[config.mk]
export PLATFORM = sky130hd
export DESIGN_NAME = lcd_frame_scheduler
export DESIGN_NICKNAME = d
export VERILOG_FILES = /design/src/rtl/lcd_pkg.sv /design/src/rtl/lcd_irq_status.sv /design/src/rtl/lcd_frame_scheduler.sv
export SDC_FILE = /design/constraint.sdc
export NUM_CORES = 1
export LEC_CHECK = 0
export CAP_MARGIN = 30
export CORE_UTILIZATION = 40
export CTS_CLUSTER_SIZE = 25
export DETAILED_ROUTE_END_ITERATION = 6
export PLACE_DENSITY_LB_ADDON = 0.05
export SYNTH_ARGS = -nofsm -noshare
export SYNTH_HDL_FRONTEND = slang
export SYNTH_SLANG_ARGS = --single-unit
[constraint.sdc]
create_clock -name CLK_PXCLK -period 2.14 [get_ports CLK_PXCLK]
set_clock_uncertainty 0.15 [all_clocks]
set_input_delay 0.428 -clock CLK_PXCLK [delete_from_list [all_inputs] [get_ports CLK_PXCLK]]
set_output_delay 0.428 -clock CLK_PXCLK [all_outputs]
set_load 0.02 [all_outputs]
[src/rtl/lcd_pkg.sv]
// Shared types and IRQ bit positions for the LCD frame scheduler slice.
// No logic; no flow control.
package lcd_pkg;

   typedef enum logic {
      IDLE    = 1'b0,
      PENDING = 1'b1
   } flip_state_t;

   localparam int IRQ_BITS  = 3;
   localparam int IRQ_FLIP  = 0;
   localparam int IRQ_FRAME = 1;
   localparam int IRQ_ROW   = 2;

endpackage

[src/rtl/lcd_irq_status.sv]
// Sticky N-bit interrupt status with per-bit ack and a registered masked IRQ line.
// Status updates one cycle after set/ack; IRQ follows status by one more cycle; no backpressure.
module lcd_irq_status #(
   parameter int N = 3
) (
   input  logic         CLK_PXCLK,
   input  logic         RESET,
   input  logic [N-1:0] set,
   input  logic [N-1:0] ack,
   input  logic [N-1:0] mask,
   output logic [N-1:0] status,
   output logic         irq
);

   always_ff @(posedge CLK_PXCLK) begin
      if (RESET) begin
         status <= '0;
         irq    <= 1'b0;
      end else begin
         // a set arriving with its ack wins, so no event is lost
         status <= (status & ~ack) | set;
         irq    <= |(status & mask);
      end
   end

endmodule

[src/rtl/lcd_frame_scheduler.sv]
// Owns the DMA frame-buffer base: double-buffer flips commit only at AFTER_FRAME; counts frames and raises IRQs.
// Flip/flag outputs are registered (1-cycle latency); no backpressure, a newer pending flip replaces the older one.
module lcd_frame_scheduler
   import lcd_pkg::*;
#(
   parameter int                   ADDR_BITS      = 29,
   parameter int                   Y_BITS         = 9,
   parameter int                   FRAME_CNT_BITS = 16,
   parameter logic [ADDR_BITS-1:0] DEFAULT_ADDR   = '0
) (
   input  logic                      CLK_PXCLK,
   input  logic                      RESET,
   input  logic                      BEFORE_FRAME,
   input  logic                      AFTER_FRAME,
   input  logic [Y_BITS-1:0]         ROW_INDEX,
   input  logic                      FLIP_REQ,
   input  logic [ADDR_BITS-1:0]      FLIP_ADDR,
   input  logic [Y_BITS-1:0]         ROW_MATCH,
   input  logic [2:0]                IRQ_MASK,
   input  logic [2:0]                IRQ_ACK,
   output logic [ADDR_BITS-1:0]      ACTIVE_ADDR,
   output logic                      FLIP_PENDING,
   output logic                      FLIP_DONE,
   output logic                      FLIP_DROPPED,
   output logic                      IN_FRAME,
   output logic [FRAME_CNT_BITS-1:0] FRAME_COUNT,
   output logic [2:0]                IRQ_STATUS,
   output logic                      IRQ
);

   flip_state_t          state_q, state_d;
   logic [ADDR_BITS-1:0] pend_addr;
   logic [Y_BITS-1:0]    row_prev;
   logic                 latch, commit, drop;
   logic                 row_hit;
   logic [IRQ_BITS-1:0]  irq_set;

   always_ff @(posedge CLK_PXCLK) begin
      if (RESET) state_q <= IDLE;
      else       state_q <= state_d;
   end

   always_comb begin
      state_d = state_q;
      latch   = 1'b0;
      commit  = 1'b0;
      drop    = 1'b0;
      case (state_q)
         IDLE: begin
            // a request on the boundary itself waits for the next boundary
            if (FLIP_REQ) begin
               latch   = 1'b1;
               state_d = PENDING;
            end
         end
         PENDING: begin
            if (AFTER_FRAME) begin
               commit = 1'b1;
               if (FLIP_REQ) latch   = 1'b1;
               else          state_d = IDLE;
            end else if (FLIP_REQ) begin
               latch = 1'b1;
               drop  = 1'b1;
            end
         end
         default: state_d = IDLE;
      endcase
   end

   always_ff @(posedge CLK_PXCLK) begin
      if (RESET) begin
         pend_addr    <= '0;
         ACTIVE_ADDR  <= DEFAULT_ADDR;
         FLIP_PENDING <= 1'b0;
         FLIP_DONE    <= 1'b0;
         FLIP_DROPPED <= 1'b0;
      end else begin
         if (commit) ACTIVE_ADDR <= pend_addr;
         if (latch)  pend_addr   <= FLIP_ADDR;
         FLIP_PENDING <= (state_d == PENDING);
         FLIP_DONE    <= commit;
         FLIP_DROPPED <= drop;
      end
   end

   always_ff @(posedge CLK_PXCLK) begin
      if (RESET) begin
         IN_FRAME    <= 1'b0;
         FRAME_COUNT <= '0;
         row_prev    <= '0;
      end else begin
         if (AFTER_FRAME)       IN_FRAME <= 1'b0;
         else if (BEFORE_FRAME) IN_FRAME <= 1'b1;
         if (AFTER_FRAME) FRAME_COUNT <= FRAME_COUNT + FRAME_CNT_BITS'(1);
         row_prev <= ROW_INDEX;
      end
   end

   // edge-qualified so the row IRQ fires once on entry to the row, not every cycle on it
   assign row_hit = (ROW_INDEX == ROW_MATCH) && (ROW_INDEX != row_prev);

   always_comb begin
      irq_set            = '0;
      irq_set[IRQ_FLIP]  = commit;
      irq_set[IRQ_FRAME] = AFTER_FRAME;
      irq_set[IRQ_ROW]   = row_hit;
   end

   lcd_irq_status #(.N(IRQ_BITS)) u_irq_status (
      .CLK_PXCLK (CLK_PXCLK),
      .RESET     (RESET),
      .set       (irq_set),
      .ack       (IRQ_ACK),
      .mask      (IRQ_MASK),
      .status    (IRQ_STATUS),
      .irq       (IRQ)
   );

endmodule
* After elaboration in Yosys (flattened, before gate mapping)
Cells that the tools add are included.
** Operators by class
- Equal/unequal tests :: 2
- Add/subtract/negate cells :: 1
- Bitwise operators :: 5
- Multiplexer cells :: 5
- Reductions and logical operators :: 4
** Operator list (count)
- $add A16 B1 Y16 const B :: 1
- $eq A9 B9 Y1 :: 1
- $ne A9 B9 Y1 :: 1
- $and A3 B3 Y3 :: 2
- $reduce_or A3 Y1 :: 2
- $mux W1 :: 4
- $not A3 Y3 :: 1
- $or A3 B3 Y3 :: 1
- $pmux W1 S2 :: 1
- $reduce_or A2 Y1 :: 1
- $logic_and A1 B1 Y1 :: 1
- $not A1 Y1 :: 1
** Word-level totals
- Bits of input ports :: 58
- Output and inout bits :: 53
- Logic and storage cells :: 27
- Register bits after elaboration :: 91

* Longest topological paths before layout
Gate-level depths: netlist of run 1.
- Word-level depth :: 3
- Depth in mapped cells :: 6
- Gate-level depth less buffers :: 5

* Modules after synthesis
Synthesis of run 1 repeated with hierarchy kept, for this count alone.
** Second synthesis, totals
- Cells, all modules :: 377
- Area, all modules :: 3437.0 um^2
** By module, submodules not included
- lcd_frame_scheduler :: area an instance 3298.2 um^2, cells each 362, times used 1
- lcd_irq_status :: area an instance 138.9 um^2, cells each 15, times used 1

* Worst setup path after synthesis of run 1
OpenSTA, ideal clock, no wires.
- Path kind :: register to register
- Start point :: register FRAME_COUNT[0]
- End point :: register FRAME_COUNT[12]
- Cell stages (with the launch flop) :: 6
- Path buffers :: 0
- Period minus slack after synthesis :: 1.657 ns
- Library setup time :: 0.121 ns
- Slack :: 0.483 ns
- Arrival time :: 1.386 ns
- Data required time :: 1.869 ns
- Cells stage by stage :: dfxtp_1 ha_1 nand3_1 nor2_1 nand4_1 mux2_2
** Between the ends
- Word-level cells in the longest chain between the ends :: 1
** Ends and longest elaborated chain
- from (decl) :: RTL line lcd_frame_scheduler.sv:26 : output logic [FRAME_CNT_BITS-1:0] FRAME_COUNT,
- from (signal assigned) :: RTL line lcd_frame_scheduler.sv:94 : if (AFTER_FRAME) FRAME_COUNT <= FRAME_COUNT + FRAME_CNT_BITS'(1);
- $add A16 B1 Y16 :: RTL line lcd_frame_scheduler.sv:94
Every way passes these cells.
A chain may end at the register's enable or synchronous reset.

* Final worst setup path of run 1
- Start point :: register FRAME_COUNT[11]
- End point :: output port FRAME_COUNT[11]
No word-level cell between the ends.

==> results of run 1 <==
-- power by group --
group | leakage, nW | internal [mW] | total (mW) | switching, mW
registers | 0.744 | 1.75 | 1.79 | 0.0326
clock network | 0.0851 | 0.461 | 1.08 | 0.615
logic | 0.997 | 0.213 | 0.376 | 0.163
total | 1.83 | 2.43 | 3.24 | 0.811
-- through the flow --
stage                     util (%)  setup WS (ns)  hold slack (ns)  total power [mW]
after CTS                     58.9         0.0943            0.292              3.27
final                         58.9          0.114            0.287              3.24
after floorplan                  -          0.483            0.281              2.00
after global placement        56.6          0.118            0.284              2.20
after detailed placement      56.6         0.0606            0.291              2.21
after global routing          58.9         0.0345            0.298              3.39
-- cell type report --
class,count,share of cell area [%]
inverter,2,0.155
clock buffer,10,2.84
multi-input combinational,252,30.4
clock inverter,6,1.01
tap,105,2.72
timing repair buffer,122,25.2
sequential,91,37.7
-- state kept, by name, summed over array words and instances, names as in the netlist --
| signal | count |
|---|---|
| ACTIVE_ADDR | 29 |
| FRAME_COUNT | 16 |
| FLIP_DROPPED | 1 |
| FLIP_DONE | 1 |
| u_irq_status.status | 3 |
| u_irq_status.irq | 1 |
| pend_addr | 29 |
| row_prev | 9 |
| IN_FRAME | 1 |
| FLIP_PENDING | 1 |
-- path summary, 6_finish.rpt --
check,slack [ns],endpoint,start,depth (start not counted)
worst max-delay path,0.11,FRAME_COUNT[11],FRAME_COUNT[11],1
worst min-delay path,0.29,FRAME_COUNT[9],RESET,2
worst max register to register,0.51,FRAME_COUNT[12],FRAME_COUNT[0],5
worst min register to register,0.29,ACTIVE_ADDR[19],pend_addr[19],2
-- cell families (layout without fill, tap and decap cells) --
family                   Yosys count  after routing  synth area share (%)
AO/OA/AOI/OAI                     38             38                  5.85
XOR/XNOR                          29             29                  7.47
adder cells (fa/ha/maj)            1              1                 0.368
buffers and inverters             24            140                  3.13
flip-flops                        91             91                  53.6
multiplexers                      32             32                  9.49
AND/OR/NAND/NOR                  152            152                  20.1
-- cells in the final DEF, fill, tap and decap left out, drive strengths merged, types with 3 or more instances in the layout --
cell type      synthesis  final
clkdlybuf4s50          0    108
dfxtp                 91     91
nand2                 63     63
nor2                  48     48
a21oi                 34     34
mux2i                 30     30
xnor2                 20     20
buf                    9     14
nor2b                 11     11
clkbuf                13     10
xor2                   9      9
nand4                  8      8
nand3                  6      6
and3                   3      3
nor3                   3      3
clkinvlp               0      3
inv                    2      3
-- per-layer routing --
layer / vias to the layer above / routed length, microns / track usage [%]
li1: 1430 / - / -
met1: 1267 / 3430 / 21.5
met2: 60 / 3590 / 29.8
met3: 8 / 383 / 4.69
met4: 0 / 87 / 6.54
met5: - / 0 / 0
==> flow_summary.toml, run 1 <==
[floorplanning]
initial_core_util_pct = 41.4
die_area_sq_um = 8870
rows = 33
die-width_microns = 94.2
core_area_sq_um = 8220
pin_count = 111
die_h_microns = 94.2

[layout]
fill_cells = 762
area_delta_synth_final_pct = 42.3
final-seq-area_sq_um = 1820
multi_input_area_sq_um = 1470
diodes = 0
nNetsFinal = 537
layout.cells.non_filler = 588
drive_above_1_share_pct = 6.83
finish.instance_area_sq_um = 4840

[synth]
syn_area_per_cell_sq_um = 9.27
synthFlopType = "dfxtp_1"
synth_common_cells = "91 x dfxtp_1, 63 x nand2_1, 48 x nor2_1"
synth_edf_count = 0
ys_ff_latch = 91
ys_warn_count = 0
async_flop_share_pct = 0
synth_nets = 426
synth_top_cell_by_area = "dfxtp_1"
yosysMostFrequentCell = "dfxtp_1"
syn_inst = 367
yosysUniqueCellTypes = 30
synth_top_area_share_pct = 53.6
synth_area_leaders = "dfxtp_1 54%, mux2i_1 8.8%, nand2_1 7.0%"
ys_seq_area_share_pct = 53.6
syn_area_sq_um = 3400

[cts]
postCtsSetupRepairBufs = 0
cts_root_buf = "clkbuf_8"
cts_tree = "done"
cts_sinks = 91
cts_hold_buf = 0
cts_buffers = 9
ctsResizeCount = 0
path_clk_slew_ns = 0.09
clock_latency_ns = 0.35
h-tree-depth = 3
cts_buffer_depth = 2

[global_routing]
grtUsageTotal_pct = 17.7
grt_pass1_vias = 2688
antenna_found_initial = 0
grt_max_degree = 42
grt.overflow.total = 0
grt_pass1_wl_mm = 12.2

[sta]
fmax_mhz = 493
drv_slew = 0
period_share_pct = 94.7
fin_crit_ns = 2.03
hold_viol_final = 0
rsz0062_at_grt = "no"
fin_tns_setup_ns = 0
finalSetupViolCount = 0
worstMarginPinSlew_ns = 0.418
timing.slew.headroom_pct = 72.1

[worst_setup_path]
cp-start-kind = "flip-flop"
cp.arrival_ns = 1.45
required_ns = 1.56
critPathKind = "reg2out"
crit_slowest_cell = "clkdlybuf4s50_1"
max_stage_delay_ns = 0.65
critical_path.cell_chain = "clkdlybuf4s50_1"
crit_fanout = 6
crit_buf_inv = 1
critPathCaptureType = "output port"
cpLargestDelayFamily = "buffers and inverters"

[drt]
drt-initial-drc-count = 85
route.detailed.drc = 0
via_per_inst = 4.70
firstDrtPassIters = 4
num_vias = 2765
wirelength_mm = 7.49
ant_nets = 0
wl_per_cell_microns = 12.7

[placement]
gp_congestion = 0.733
dpl_cell_area_sq_um = 4650
io_buffers = 110
place_inst = 572
dp.final_hpwl_mm = 5.13

[run_status]
outcome = "complete, no violations"

[run]
max_cap_viol_count = 0

[hold_path]
hold_path_class = "in2reg"

[power]
max-vdd-ir-drop_uv = 299
pwr_density_cell_nw_per_um2 = 669
p_leak_nw = 1.83
Note: power is estimated with default switching activity, not from simulation.
==> run 2, diff against run 1 <==
- CORE_ASPECT_RATIO: not set -> 0.6
- SLEW_MARGIN: not set -> 20
==> run 2 against run 1 <==
Flip-flop and latch count unchanged. Largest power group unchanged. Total power grew 22%. Via count down 0.98%. Setup slack gained 0.028 ns.
==> flow_summary.toml, run 2 (synthesized netlist as in run 1, its figures left out) <==
[floorplanning]
initial_core_util_pct = 42.3
die_h_microns = 73.4
die-width_microns = 121
pin_count = 111
core_area_sq_um = 8040
die_area_sq_um = 8890
rows = 25

[run_status]
outcome = "complete, no violations"

[worst_setup_path]
rr_worst_depth = 4
required_ns = 1.56
crit_slowest_cell = "clkdlybuf4s50_1"
timing.rr.start = "FRAME_COUNT[6]"
crit_buf_inv = 1
cp.arrival_ns = 1.42
critical_path.cell_chain = "clkdlybuf4s50_1"
max_stage_delay_ns = 0.65
critPathKind = "reg2out"
crit_fanout = 6
cpLargestDelayFamily = "buffers and inverters"
r2r_setup_slack_ns = 0.50
rr_endpoint = "FRAME_COUNT[15]"
cp-start-kind = "flip-flop"
critPathCaptureType = "output port"

[placement]
gp_congestion = 0.733
io_buffers = 110
dpl_cell_area_sq_um = 4660
dp.final_hpwl_mm = 5.34
dp_worst_setup_slack_ns = 0.0859

[drt]
wl_per_cell_microns = 13.0
drt-initial-drc-count = 159
firstDrtPassIters = 6
ant_nets = 0
via_per_inst = 4.62
route.detailed.drc = 0
num_vias = 2738
wirelength_mm = 7.71

[cts]
h-tree-depth = 3
clock_latency_ns = 0.33
cts_root_buf = "clkbuf_16"
cts_tree = "done"
path_clk_slew_ns = 0.06
postCtsSetupRepairBufs = 0
ctsResizeCount = 0
cts_hold_buf = 0
cts_sinks = 91
cts_buffer_depth = 2
cts_buffers = 9

[global_routing]
grt_pass1_wl_mm = 12.5
antenna_found_initial = 0
grt_max_degree = 33
grt.overflow.total = 0
groute.layer.met2.usage_pct = 26.8
gr-max-usage-layer = "met2"
grt_pass1_vias = 2590
gr-usage-met1_pct = 25.2
grt_util_met3_pct = 6.99
grtUsageTotal_pct = 18.4

[layout]
area_delta_synth_final_pct = 47.0
diodes = 0
drive_above_1_share_pct = 7.22
nNetsFinal = 539
finish.instance_area_sq_um = 5000
post-route-util_pct = 62.2
top_regs = "ACTIVE_ADDR (29), pend_addr (29), FRAME_COUNT (16)"
layout_common_cells = "108 x clkdlybuf4s50_1, 91 x dfxtp_1, 63 x nand2_1, 48 x nor2_1, 34 x a21oi_1"
final_common_cell = "clkdlybuf4s50_1"

[sta]
worstMarginPinSlew_ns = 0.318
hold_viol_final = 0
timing.slew.headroom_pct = 78.8
fin_tns_setup_ns = 0
finalSetupViolCount = 0
drv_slew = 0
worst_slack_ns = 0.142
fmax_mhz = 501
rsz0062_at_grt = "no"
fin_crit_ns = 2.00
period_share_pct = 93.4

[hold_path]
hold_start = "RESET"
hold_path_class = "in2reg"
min_path_cells = 2
min_to = "u_irq_status.irq"

[power]
total_power_mw = 3.94
p_leak_nw = 1.91
pwr_density_cell_nw_per_um2 = 789
max-vdd-ir-drop_uv = 467

[run]
max_cap_viol_count = 0
==> run 2: cell count changes in the layout (fill, tap and decap cells not counted), sizes merged <==
cell,change
clkinvlp,-2
buf,+2
inv,-1
clkbuf,-1
bufinv,+3
clkinv,+1
==> run 2: layer usage <==
metal	vias up	wire, microns
met5	-	0
met4	0	55
met3	7	506
met2	65	3340
met1	1236	3810
li1	1430	-
==> run 2: where the power goes <==
group | switching, mW | internal [mW]
Sequential | 0.0332 | 1.76
Combinational | 0.164 | 0.212
Clock | 0.640 | 1.14
Total | 0.838 | 3.11
==> run 2: how the worst max path moves through the flow <==
stage	from	end	slack (ns)	depth (start not counted)
floorplan	FRAME_COUNT[0]	FRAME_COUNT[12]	0.48	5
global route	FRAME_COUNT[6]	FRAME_COUNT[6]	0.08	1
detailed placement	AFTER_FRAME	FRAME_COUNT[14]	0.09	6
global placement	AFTER_FRAME	FRAME_COUNT[15]	0.08	5
CTS	FRAME_COUNT[6]	FRAME_COUNT[6]	0.12	1
finish	FRAME_COUNT[6]	FRAME_COUNT[6]	0.14	1
==> run 2: final cells by class <==
type | count | area [sq um]
clock buffer | 9 | 225
sequential | 91 | 1820
inverter | 2 | 7.51
multi-input combinational | 252 | 1470
tap | 108 | 135
fill | 683 | 3040
clock inverter | 7 | 116
timing repair buffer | 124 | 1220
==> run 2: through the flow <==
stage,cells,hold WS (ns)
after floorplan,367,0.281
after global placement,577,0.284
after detailed placement,577,0.294
after CTS,593,0.265
after global routing,593,0.312
final,593,0.276
==> run 3, diff against run 2 <==
- CORE_MARGIN: not set -> 2
- CORE_UTILIZATION: 40 -> 46
==> run 3 against run 2 <==
Register-to-register slack barely moved. Worst hold slack gained 0.016 ns. Via count increased by 1.4%. Sequential power about the same. Critical path depth did not move. Global-route usage up 1.2 points. Critical path type unchanged. Largest cell class unchanged.
==> flow_summary.toml, run 3 (synthesized netlist as in run 1, its figures left out) <==
[floorplanning]
pin_count = 111
die-width_microns = 115
die_area_sq_um = 8120
rows = 24
die_h_microns = 70.6
core_area_sq_um = 7210
initial_core_util_pct = 47.2

[worst_setup_path]
cp.arrival_ns = 1.42
crit_fanout = 6
critPathKind = "reg2out"
crit_buf_inv = 1
critical_path.cell_chain = "clkdlybuf4s50_1"
max_stage_delay_ns = 0.65
rr_worst_depth = 5
cp-start-kind = "flip-flop"
cpLargestDelayFamily = "buffers and inverters"
r2r_setup_slack_ns = 0.50
critPathCaptureType = "output port"
required_ns = 1.56
cp.depth = 1
crit_slowest_cell = "clkdlybuf4s50_1"

[drt]
wirelength_mm = 7.74
wl_per_cell_microns = 13.5
firstDrtPassIters = 4
via_per_inst = 4.84
route.detailed.drc = 0
ant_nets = 0
drt-initial-drc-count = 143
num_vias = 2777

[global_routing]
antenna_found_initial = 0
grt_max_degree = 58
grt.overflow.total = 0
grtUsageTotal_pct = 19.6
grt_pass1_wl_mm = 12.5
grt_pass1_vias = 2619

[layout]
final_common_cell = "clkdlybuf4s50_1"
drive_above_1_share_pct = 6.63
post-route-util_pct = 69.2
area_delta_synth_final_pct = 46.7
layout_common_cells = "108 x clkdlybuf4s50_1, 91 x dfxtp_1, 63 x nand2_1, 48 x nor2_1, 34 x a21oi_1"
nNetsFinal = 537
diodes = 0
top_regs = "ACTIVE_ADDR (29), pend_addr (29), FRAME_COUNT (16)"
fill_cells = 598

[cts]
h-tree-depth = 3
cts_tree = "done"
ctsResizeCount = 0
clock_latency_ns = 0.33
cts_root_buf = "clkbuf_16"
cts_buffers = 9
path_clk_slew_ns = 0.06
postCtsSetupRepairBufs = 0
cts_hold_buf = 0
cts_buffer_depth = 2
cts_sinks = 91

[power]
p_int_mw = 3.14
clockPowerShare_pct = 45.1
max-vdd-ir-drop_uv = 499
switchingPower_mw = 0.812
total_power_mw = 3.95
pwr-share-comb_pct = 9.6
seq_power_share_pct = 45.3
pwr_density_cell_nw_per_um2 = 792
switching_share_pct = 20.5
p_leak_nw = 1.91

[sta]
period_share_pct = 93.5
fin_crit_ns = 2.00
worstMarginPinSlew_ns = 0.362
fmax_mhz = 500
fin_tns_setup_ns = 0
hold_viol_final = 0
rsz0062_at_grt = "no"
finalSetupViolCount = 0
timing.slew.headroom_pct = 75.9
hold_ws_ns = 0.292
drv_slew = 0

[run]
max_cap_viol_count = 0

[placement]
io_buffers = 110
dp.final_hpwl_mm = 5.32
gp_congestion = 0.765

[hold_path]
min_path_cells = 3
hold_path_class = "in2reg"

[run_status]
outcome = "complete, no violations"
[run 3: cell types whose count changed in the layout (fill, tap and decap cells not counted), sizes merged]
| cell | change |
|---|---|
| buf | -2 |
| clkbuf | +2 |
| clkinv | -1 |
| clkinvlp | -1 |
[run 3: metal layers]
metal  share of wire [%]  vias to the layer above  global-route usage (%)
met5                   0                        -                       0
met4                 1.1                        0                    6.02
met3                 5.7                        9                    6.60
met2                  46                       67                    30.2
met1                  48                     1271                    26.5
li1                    -                     1430                       -
[run 3: final cells by class]
class | count | area, sq um | area share, %
Tap cell | 91 | 114 | 2.28
Clock inverter | 5 | 100 | 2.01
Inverter | 2 | 7.51 | 0.150
Clock buffer | 11 | 243 | 4.86
Multi-Input combinational cell | 252 | 1470 | 29.5
Sequential cell | 91 | 1820 | 36.5
Timing Repair Buffer | 122 | 1230 | 24.7
[run 3: stage by stage]
step,cell area [sq um],setup slack (ns),std cells
finish,4990,0.138,574
detailed placement,4650,0.0513,558
CTS,4990,0.107,574
floorplan,3400,0.483,367
global route,4990,0.0771,574
global placement,4650,0.112,558
[run 3: final timing paths]
| path | from | end |
|---|---|---|
| worst max-delay path | FRAME_COUNT[6] | FRAME_COUNT[6] |
| worst min-delay path | RESET | u_irq_status.status[2] |
| worst max register to register | FRAME_COUNT[0] | FRAME_COUNT[14] |
| worst min register to register | pend_addr[16] | ACTIVE_ADDR[16] |
[run 3: power by group through the flow]
stage / registers (mW) / logic (mW) / clock network (mW)
finish: 1.79 / 0.379 / 1.78
global placement: 1.83 / 0.377 / 0
detailed placement: 1.83 / 0.381 / 0
floorplan: 1.84 / 0.159 / 0
global route: 1.80 / 0.411 / 1.89
CTS: 1.79 / 0.384 / 1.82
